===== src/rtl/voice_allocator.sv =====
// rtl/voice_allocator.sv - note event to voice allocator with F/A write bus
// Converts note-on/off events into one-hot F/A load strobes and per-voice gates.
module voice_allocator #(
  parameter int NUM_VOICES = 4,
  parameter int F_W        = 24,
  parameter int A_W        = 16
) (
  input  logic                  Clk,
  input  logic                  Reset,
  input  logic                  ev_valid,
  output logic                  ev_ready,
  input  logic                  ev_on,
  input  logic [6:0]            ev_note,
  input  logic [A_W-1:0]        ev_amp,
  output logic [F_W-1:0]        F_out,
  output logic [A_W-1:0]        A_out,
  output logic [NUM_VOICES-1:0] loadF,
  output logic [NUM_VOICES-1:0] loadA,
  output logic [NUM_VOICES-1:0] key_on,
  output logic                  busy
);

  localparam int IDX_W = $clog2(NUM_VOICES);

  typedef enum logic [1:0] {IDLE, LOOKUP, WRITE} state_e;

  state_e                  state_q;
  logic                    on_q;
  logic [6:0]              note_q;
  logic [A_W-1:0]          amp_q;
  logic [6:0]              vnote_q [NUM_VOICES];
  logic [7:0]              age_q   [NUM_VOICES];
  logic [NUM_VOICES-1:0]   key_on_q;
  logic [IDX_W-1:0]        sel_q;
  logic                    hit_q;
  logic [F_W-1:0]          f_q;
  logic [A_W-1:0]          a_q;
  logic [NUM_VOICES-1:0]   load_q;

  // Top-octave (notes 120..131) phase increments at Fs = 48 kHz.
  function automatic logic [23:0] base_lut(input logic [3:0] s);
    case (s)
      4'd0:    base_lut = 24'd2926232;
      4'd1:    base_lut = 24'd3100235;
      4'd2:    base_lut = 24'd3284585;
      4'd3:    base_lut = 24'd3479896;
      4'd4:    base_lut = 24'd3686822;
      4'd5:    base_lut = 24'd3906052;
      4'd6:    base_lut = 24'd4138318;
      4'd7:    base_lut = 24'd4384395;
      4'd8:    base_lut = 24'd4645104;
      4'd9:    base_lut = 24'd4921317;
      4'd10:   base_lut = 24'd5213953;
      4'd11:   base_lut = 24'd5523991;
      default: base_lut = 24'd0;
    endcase
  endfunction

  logic [3:0]       semi_d;
  logic [3:0]       oct_d;
  logic [F_W-1:0]   f_d;
  logic             match_found;
  logic             free_found;
  logic [IDX_W-1:0] match_idx;
  logic [IDX_W-1:0] free_idx;
  logic [IDX_W-1:0] old_idx;
  logic [7:0]       old_age;
  logic [IDX_W-1:0] sel_d;

  always_comb begin
    semi_d = 4'(note_q % 7'd12);
    oct_d  = 4'(note_q / 7'd12);
    f_d    = F_W'(base_lut(semi_d) >> (4'd10 - oct_d));
  end

  // Retrigger beats free voice beats steal; strict compare keeps lowest index on age ties.
  always_comb begin
    match_found = 1'b0;
    free_found  = 1'b0;
    match_idx   = '0;
    free_idx    = '0;
    old_idx     = '0;
    old_age     = age_q[0];
    for (int i = 0; i < NUM_VOICES; i++) begin
      if (key_on_q[i] && (vnote_q[i] == note_q) && !match_found) begin
        match_found = 1'b1;
        match_idx   = IDX_W'(i);
      end
      if (!key_on_q[i] && !free_found) begin
        free_found = 1'b1;
        free_idx   = IDX_W'(i);
      end
    end
    for (int i = 1; i < NUM_VOICES; i++) begin
      if (age_q[i] > old_age) begin
        old_age = age_q[i];
        old_idx = IDX_W'(i);
      end
    end
    sel_d = match_found ? match_idx : (free_found ? free_idx : old_idx);
  end

  always_ff @(posedge Clk) begin
    if (!Reset) begin
      state_q  <= IDLE;
      on_q     <= 1'b0;
      note_q   <= '0;
      amp_q    <= '0;
      key_on_q <= '0;
      sel_q    <= '0;
      hit_q    <= 1'b0;
      f_q      <= '0;
      a_q      <= '0;
      load_q   <= '0;
      for (int i = 0; i < NUM_VOICES; i++) begin
        vnote_q[i] <= '0;
        age_q[i]   <= '0;
      end
    end else begin
      load_q <= '0;
      case (state_q)
        IDLE: begin
          if (ev_valid) begin
            on_q    <= ev_on && (ev_amp != '0);
            note_q  <= ev_note;
            amp_q   <= ev_amp;
            state_q <= LOOKUP;
          end
        end
        LOOKUP: begin
          sel_q <= on_q ? sel_d : match_idx;
          hit_q <= on_q || match_found;
          if (on_q) begin
            f_q    <= f_d;
            a_q    <= amp_q;
            load_q <= NUM_VOICES'(1) << sel_d;
          end
          state_q <= WRITE;
        end
        WRITE: begin
          if (hit_q && on_q) begin
            key_on_q[sel_q] <= 1'b1;
            vnote_q[sel_q]  <= note_q;
            for (int i = 0; i < NUM_VOICES; i++) begin
              if (IDX_W'(i) == sel_q) begin
                age_q[i] <= '0;
              end else if (key_on_q[i] && (age_q[i] != 8'hFF)) begin
                age_q[i] <= age_q[i] + 8'd1;
              end
            end
          end else if (hit_q) begin
            key_on_q[sel_q] <= 1'b0;
          end
          state_q <= IDLE;
        end
        default: state_q <= IDLE;
      endcase
    end
  end

  assign ev_ready = Reset && (state_q == IDLE);
  assign busy     = (state_q != IDLE);
  assign F_out    = f_q;
  assign A_out    = a_q;
  assign loadF    = load_q;
  assign loadA    = load_q;
  assign key_on   = key_on_q;

endmodule


===== config.mk =====
export PLATFORM = sky130hd
export DESIGN_NAME = voice_allocator
export DESIGN_NICKNAME = d
export VERILOG_FILES = /design/src/rtl/voice_allocator.sv
export SDC_FILE = /design/constraint.sdc
export NUM_CORES = 1
export LEC_CHECK = 0
export CAP_MARGIN = 20
export CORE_MARGIN = 3
export CORE_UTILIZATION = 53
export CTS_CLUSTER_SIZE = 10
export DETAILED_ROUTE_END_ITERATION = 16
export GPL_ROUTABILITY_DRIVEN = 0
export PLACE_DENSITY = 0.78
export SLEW_MARGIN = 20
export SYNTH_ARGS = -nofsm -noshare
export SYNTH_HDL_FRONTEND = slang
export SYNTH_SLANG_ARGS = --single-unit

===== constraint.sdc =====
create_clock -name Clk -period 5.55 [get_ports Clk]
set_clock_uncertainty 0.2 [all_clocks]
set_input_delay 1.3875 -clock Clk [delete_from_list [all_inputs] [get_ports Clk]]
set_output_delay 1.3875 -clock Clk [all_outputs]
set_load 0.005 [all_outputs]

# ---- After elaboration in Yosys (flattened, before gate mapping)
# Memories as Yosys holds them, arrays and structs flattened.
# Index checks and enable logic that the tools add are counted.
dict set report word_totals {
  inputBits 27
  output_inout_bits 54
  rom_bits 368
  ramBits 60
  n_memories 3
  regBits 77
  wordCells 177
}
# memory words width read_ports rd_ports_with_merged_regs wr line
set mem_list {}
lappend mem_list {{(no name shown)} 16 23 1 0 0 42} ;# case (s)
lappend mem_list {age_q 4 8 4 0 4 32} ;# logic [7:0] age_q [NUM_VOICES];
lappend mem_list {vnote_q 4 7 4 0 4 31} ;# logic [6:0] vnote_q [NUM_VOICES];
dict set report classes {
  n_reduce_logical 37
  n_mux 88
  n_lt_le_gt_ge 5
  bitwise 11
  n_eq_ne 14
  addsub 5
  n_shift 2
  div_mod_pow 2
}
# cell n
set ops {}
lappend ops {{2-to-1 mux 8 bit} 10}
lappend ops {{2-to-1 mux 1 bit} 62}
lappend ops {{adder 8 x 1 -> 8 bit, second input constant} 4}
lappend ops {{inequality test 8 bit, second input constant} 4}
lappend ops {{equality test 7 bit} 4}
lappend ops {{greater-than comparator 8 bit} 3}
lappend ops {{right shift 24 x 4 -> 24 bit} 1}
lappend ops {{2-to-1 mux 2 bit} 11}
lappend ops {{logical AND 1 bit} 18}
lappend ops {{nonzero test 16 bit} 1}
lappend ops {{zero test 1 bit} 8}
lappend ops {{2-to-1 mux 4 bit} 2}
lappend ops {{OR 1 bit} 8}
lappend ops {{divider 7 x 4 -> 7 bit, second input constant} 1}
lappend ops {{modulo 7 x 4 -> 7 bit, second input constant} 1}
lappend ops {{2-to-1 mux 7 bit} 1}
lappend ops {{OR reduction 7 bit} 1}
lappend ops {{AND reduction 2 bit} 3}
lappend ops {{bitwise AND 4 bit} 1}
lappend ops {{equality test 2 bit, first input constant} 2}
lappend ops {{zero test 2 bit} 2}
lappend ops {{inverter 4 bit} 1}
lappend ops {{OR 4 bit} 1}
lappend ops {{one-hot mux 2 bit (2 select lines)} 1}
lappend ops {{12 further kinds} 13}

# ---- Longest topological paths before layout
# An unclocked memory read counts as a cell.
dict set report logic_depth {
  word_depth 15
  mapped_depth 27
  mapped_depth_nobuf 27
}

# ---- Worst setup path after synthesis
# Ideal clock, no wire load.
dict set report synth_timing {
  path_type {register to register}
  start {mem age_q[1][2]}
  end {reg sel_q[0]}
  t_arrival_ns 4.988
  path_buffers 2
  period_less_slack_ns 5.322
  required_time_ns 5.216
  path_stages_with_launch 27
  slack_ns 0.228
  setup_ns 0.134
  cell_sequence {edfxtp_1 > ha_1 > a21oi_1 > o22ai_1 > o21ai_0 > a32oi_1 > clkbuf_1 > a21oi_1 > ha_1 > nor2b_1 > o21a_1 > o21a_1 > o21ai_0 > nand3b_1 > nand2_1 > clkbuf_1 > o21ai_0 > ha_1 > nor2b_1 > o21a_1 > o21a_1 > o21ai_0 > a221oi_1 > o21a_1 > o311a_1 > a21oi_1 > a21oi_1}
}
# element line
set synth_lines {}
lappend synth_lines {{start, declared} 32}
lappend synth_lines {{end signal, assigned} 131} ;# sel_q <= on_q ? sel_d : match_idx;
lappend synth_lines {{end, declared} 34} ;# logic [IDX_W-1:0] sel_q;

==> out/results.ini <==
[run_status]
status = finished clean

[routing]
avgRoutedWirePerCell_um = 17.7
drtIter0Drc = 1034
dr.pass1.iters = 5
viasPerCell = 6.13
vias = 8152
postRouteAntennaNets = 0
drc = 0
wirelength_mm = 23.5

[worst_hold_path]
worstHoldPathCells = 2
worst_hold_path_type = reg2reg

[clock_network]
insertion_delay_ns = 0.43
path_clk_slew_ns = 0.06
cts_tree = yes
cts-root-buf = clkbuf_16
htree_levels = 4
ctsHoldBuffers = 0
clock-sinks = 136
clockBufferDepth = 2
cts_made_buffers = 17

[sta]
drv_slew = 0
hold-worst-slack_ns = 0.248
setup_viol = 0
tightest_slew_ns = 1.03
clock.fmax_ghz = 0.186
worst_slack_ns = 0.180
hold_viol = 0
min_period_over_period_pct = 96.8
fin_tns_setup_ns = 0
max-slew-margin-rel_pct = 31.2
period_minus_slack_ns = 5.37

[critical_path]
required_ns = 5.64
worst-path-buf-inv = 0
cp-start-kind = register
cpLargestDelayFamily = compound AO/OA/AOI/OAI gates
crit_fanout = 8
r2r_cells = 25
cp.arrival_ns = 5.46
path_common_cell = o21a_1
crit_path_top_delay_cell = edfxtp_1
critical_path_class = reg2reg
end_kind = register
slowest_delay_ns = 0.45
path_depth = 25

[global_route]
overflow = 0
first_global_vias = 7521
grt_pass1_wl_mm = 37.6
grtUsageTotal_pct = 25.6
antenna_found_initial = 0
grt_max_degree = 56

[floorplan]
core.rowCount = 46
boundaryPins = 81
die_w_um = 134
dieArea_um2 = 18000
start_util_pct = 54.5
fp.dieH_um = 134
core-area_um2 = 15900

[logic_synthesis]
synth-edff-count = 60
ys_seq_elements = 136
synth_cell_types = 86
avgSynthCellArea_um2 = 8.31
ys_warn_count = 0
synth_area_um2 = 8690
synth_async_sr_flop_share_pct = 0
postSynthCellCount = 1045
synthFlopType = dfxtp_1
synth.net_count = 1105
seq_area_frac_synth_pct = 38.3

[pwr]
p_per_area_nw_per_um2 = 277
ir_worst_vdd_uv = 239
leakagePower_nw = 3.74

[placed_design]
dpl_worst_slack_ns = 0.110
dp_hpwl_mm = 16.5
port_buffers = 79

[final_layout]
layout_commonest_cell = nand2_1
area_delta_synth_final_pct = 17.1
diodes = 0
fillers = 1384
mostFrequentLayoutCells = nand2_1 (150), nor2_1 (111), clkdlybuf4s50_1 (79)
nets = 1161
drive_gt1_share_pct = 7.73
final_util_pct = 63.8

[flow_run]
cap_violations = 0

logic make-up after synthesis:
family,synth area share [%]
other,0.0432
XOR/XNOR,5.95
AO/OA/AOI/OAI,21.1
AND/OR/NAND/NOR,22.0
buffers and inverters,6.01
adder cells (fa/ha/maj),4.75
multiplexers,1.96
flip-flops,38.3
cell type report:
class / instances / area [um^2] / share of cell area, %
multi-input combinational: 795 / 4870 / 47.9
clock inverter: 9 / 77.6 / 0.762
timing repair buffer: 109 / 1020 / 10.0
inverter: 42 / 158 / 1.55
tap: 216 / 270 / 2.66
clock buffer: 22 / 454 / 4.46
sequential: 136 / 3320 / 32.7
per-stage QoR:
stage / area, um^2 / total power [mW] / std cells
after floorplan: 8690 / 1.60 / 1045
after global placement: 9560 / 1.75 / 1290
after detailed placement: 9560 / 1.76 / 1290
after CTS: 10100 / 2.80 / 1321
after global routing: 10200 / 2.93 / 1329
final: 10200 / 2.82 / 1329
flip-flops by register name (all words and copies together) (netlist names), named ones only:
signal   flops
F_out       23
vnote_q     28
hit_q        1
on_q         1
state_q      2
sel_q        2
age_q       32
amp_q       16
loadA        4
A_out       16
note_q       7
path summary, 6_finish.rpt:
kind,start,endpoint,slack [ns]
worst max register to register,age_q[1][6],sel_q[0],0.18
worst min-delay path,amp_q[1],A_out[1],0.25
worst max-delay path,age_q[1][6],sel_q[0],0.18
worst min register to register,amp_q[1],A_out[1],0.25
cell usage after synthesis, types with 4 or more instances:
master | count | area [um^2]
o21ai_0 | 50 | 250
a22oi_1 | 9 | 67.6
nand3_1 | 55 | 275
nor3_1 | 15 | 75.1
o31ai_1 | 6 | 45.0
o21a_1 | 9 | 67.6
a31o_2 | 5 | 43.8
dfxtp_1 | 76 | 1520
clkbuf_1 | 36 | 135
ha_1 | 33 | 413
a21o_1 | 6 | 45.0
nor4_1 | 9 | 56.3
buf_4 | 9 | 67.6
and3_1 | 8 | 50.1
o22ai_1 | 10 | 62.6
a31oi_1 | 14 | 87.6
xor2_1 | 12 | 105
o2111ai_1 | 4 | 35.0
buf_2 | 18 | 90.1
or3_1 | 6 | 37.5
o211ai_1 | 12 | 90.1
buf_1 | 6 | 22.5
xnor2_1 | 47 | 412
a21oi_1 | 75 | 375
nand4_1 | 13 | 81.3
a211oi_1 | 5 | 37.5
inv_1 | 41 | 154
a221o_1 | 5 | 50.1
a221oi_1 | 7 | 61.3
nand2_1 | 151 | 567
nor2_1 | 111 | 417
mux2i_1 | 10 | 100
and2_1 | 9 | 56.3
a32oi_1 | 6 | 52.6
o221ai_1 | 7 | 61.3
nor2b_1 | 8 | 50.1
nand3b_1 | 6 | 45.0
nand2b_1 | 8 | 50.1
edfxtp_1 | 60 | 1800
tightest hold or removal path: cells and delay by family (launching register included):
family	cells	cell delay, ns
AO/OA/AOI/OAI	1	0.05
flip-flops	1	0.31
AND/OR/NAND/NOR	1	0.05
routing by layer:
metal | part of all wire, % | GRT usage, % | up-vias
li1 | - | - | 3899
met1 | 44 | 35.5 | 3780
met2 | 46 | 40.4 | 417
met3 | 7.9 | 5.14 | 56
met4 | 2.3 | 8.43 | 0
met5 | 0 | 0 | -
repair_timing:
item	4_1_cts	5_1_grt
endpoints found under the setup margin	0	6
gates resized for setup	0	9
buffers inserted	0	6
power by group:
part | switching (mW) | internal, mW
Combinational | 0.408 | 0.256
Sequential | 0.0325 | 1.07
Clock | 0.427 | 0.620
No activity file was read; power rests on OpenSTA's default activity.
==> RTL change (same flow settings) <==
`F_W`: 24 -> 36.
--- a/src/rtl/voice_allocator.sv
+++ b/src/rtl/voice_allocator.sv
@@ -2,7 +2,7 @@
 // Converts note-on/off events into one-hot F/A load strobes and per-voice gates.
 module voice_allocator #(
   parameter int NUM_VOICES = 4,
-  parameter int F_W        = 24,
+  parameter int F_W        = 36,
   parameter int A_W        = 16
 ) (
   input  logic                  Clk,
Interface: changed (resized F_out); port bits go from 81 to 93. The function was not compared with the original's and may differ.
==> RTL change against the unedited design <==
The flow now finishes with violations (negative setup slack). Total power is 4.3% higher. Largest cell class unchanged. Combinational power is 14% higher. Sequential share of layout area shrank 2.9 points. Worst setup slack lost 0.23 ns. Via count rose by 14%. Cell area grew 10%. Critical path type unchanged. Routed wire length rose by 21%. Synthesized area is 9.1% higher. Sequential cell count stayed put. Critical path depth increased by 1. Largest power group unchanged. First-iteration DRC count grew 36%. Critical endpoint is now loadA[3]. Global-route usage grew 2.3 points.
==> RTL change: results <==
group,metric,value,unit
grt,grt_pass1_vias,8477,
yosys,synth-compound-area-share,24.8,%
timing,worst_slack,-0.0523,ns
worst_setup_path,cp_data_arrival_time,5.72,ns
route,drtIter0Drc,1410,
clock_tree,postCtsSetupRepairBufs,2,
yosys,synth_fa_ha_area_share,4.46,%
timing,worst_pin_slew,1.05,ns
placement,post_dp_cell_area,10400,µm²
worst_setup_path,max_stage_delay,0.41,ns
yosys,synth_cells,1134,
outcome,outcome,"finished, violations left",
cells_and_area,finalNonFillerCells,1433,
timing,fin_hold_ws,0.251,ns
cells_and_area,fillers,1418,
route,route.met2.wl,12200,µm
cells_and_area,drive_gt1_share,11.5,%
grt,grt_pass1_wl,44600,µm
grt,use_met2,40.6,%
route,dr_wl_met3,3370,µm
cells_and_area,largest-register,"age_q",
yosys,synth_cell_types,96,
clock_tree,cts_resized,7,
yosys,synthTopCellsByArea,"edfxtp_1 (19%), dfxtp_1 (16%), nand2_1 (5.6%), ha_1 (4.4%), a21oi_1 (4.1%)",
worst_setup_path,reg2reg_to,"loadA[3]",
pwr,p_leak,4.20,nW
route,wl_per_cell,19.9,µm
route,drt-met1-wl,11800,µm
pwr,vdd_drop_max,0.271,mV
grt,grtUsageTotal,27.8,%
yosys,yosysSeqAreaShare,35.1,%
route,antenna_left,0,
cells_and_area,seqCellArea,3330,µm²
outcome,violations,"negative setup slack",
placement,preCtsSetupSlack,-0.178,ns
yosys,synth_common_cells,"nand2_1 (141), nor2_1 (102), a21oi_1 (77), dfxtp_1 (76), edfxtp_1 (60)",
yosys,synth_xor_area_share,5.80,%
timing,setup_viol,5,
timing,setup_tns,-0.142,ns
grt,grt_max_degree,62,
yosys,synth_top_family_by_area,"compound AO/OA/AOI/OAI gates",
worst_setup_path,reg2reg_from,"age_q[0][2]",
yosys,muxShareOfSynthArea,2.42,%
grt,met1_usage,39.6,%
cells_and_area,layout.nets,1255,
route,post_drt_via_cell_ratio,6.47,
worst_setup_path,worstPathMaxFanout,7,
hold_path,holdPathEnd,"A_out[1]",
placement,place_hpwl,19400,µm
route,firstDrtPassIters,7,
grt,use_met3,7.56,%
## RTL change: cell types whose count changed after synthesis, moves of 8 or more
cell and delta:
xor2_1 +12, a21o_1 +8, nand2_1 -10, o21ai_0 -11, xnor2_1 -12, nor2_1 -9, buf_4 +15, nand3_1 -17
inv_1 +9, clkbuf_1 +10, a211oi_1 +15
## RTL change: power breakdown
| group | total (mW) | switching, mW | internal [mW] |
|---|---|---|---|
| logic | 0.756 | 0.471 | 0.285 |
| registers | 1.11 | 0.0350 | 1.07 |
| clock network | 1.07 | 0.460 | 0.612 |
| total | 2.94 | 0.966 | 1.97 |
## RTL change: cell type report
cell class / instances / share of cell area [%]
flip-flops and latches: 136 / 29.7
repair buffers: 126 / 10.3
clock buffers: 19 / 4.15
well taps: 225 / 2.52
clock inverters: 13 / 0.805
multi-input cells: 860 / 50.7
inverters: 54 / 1.81
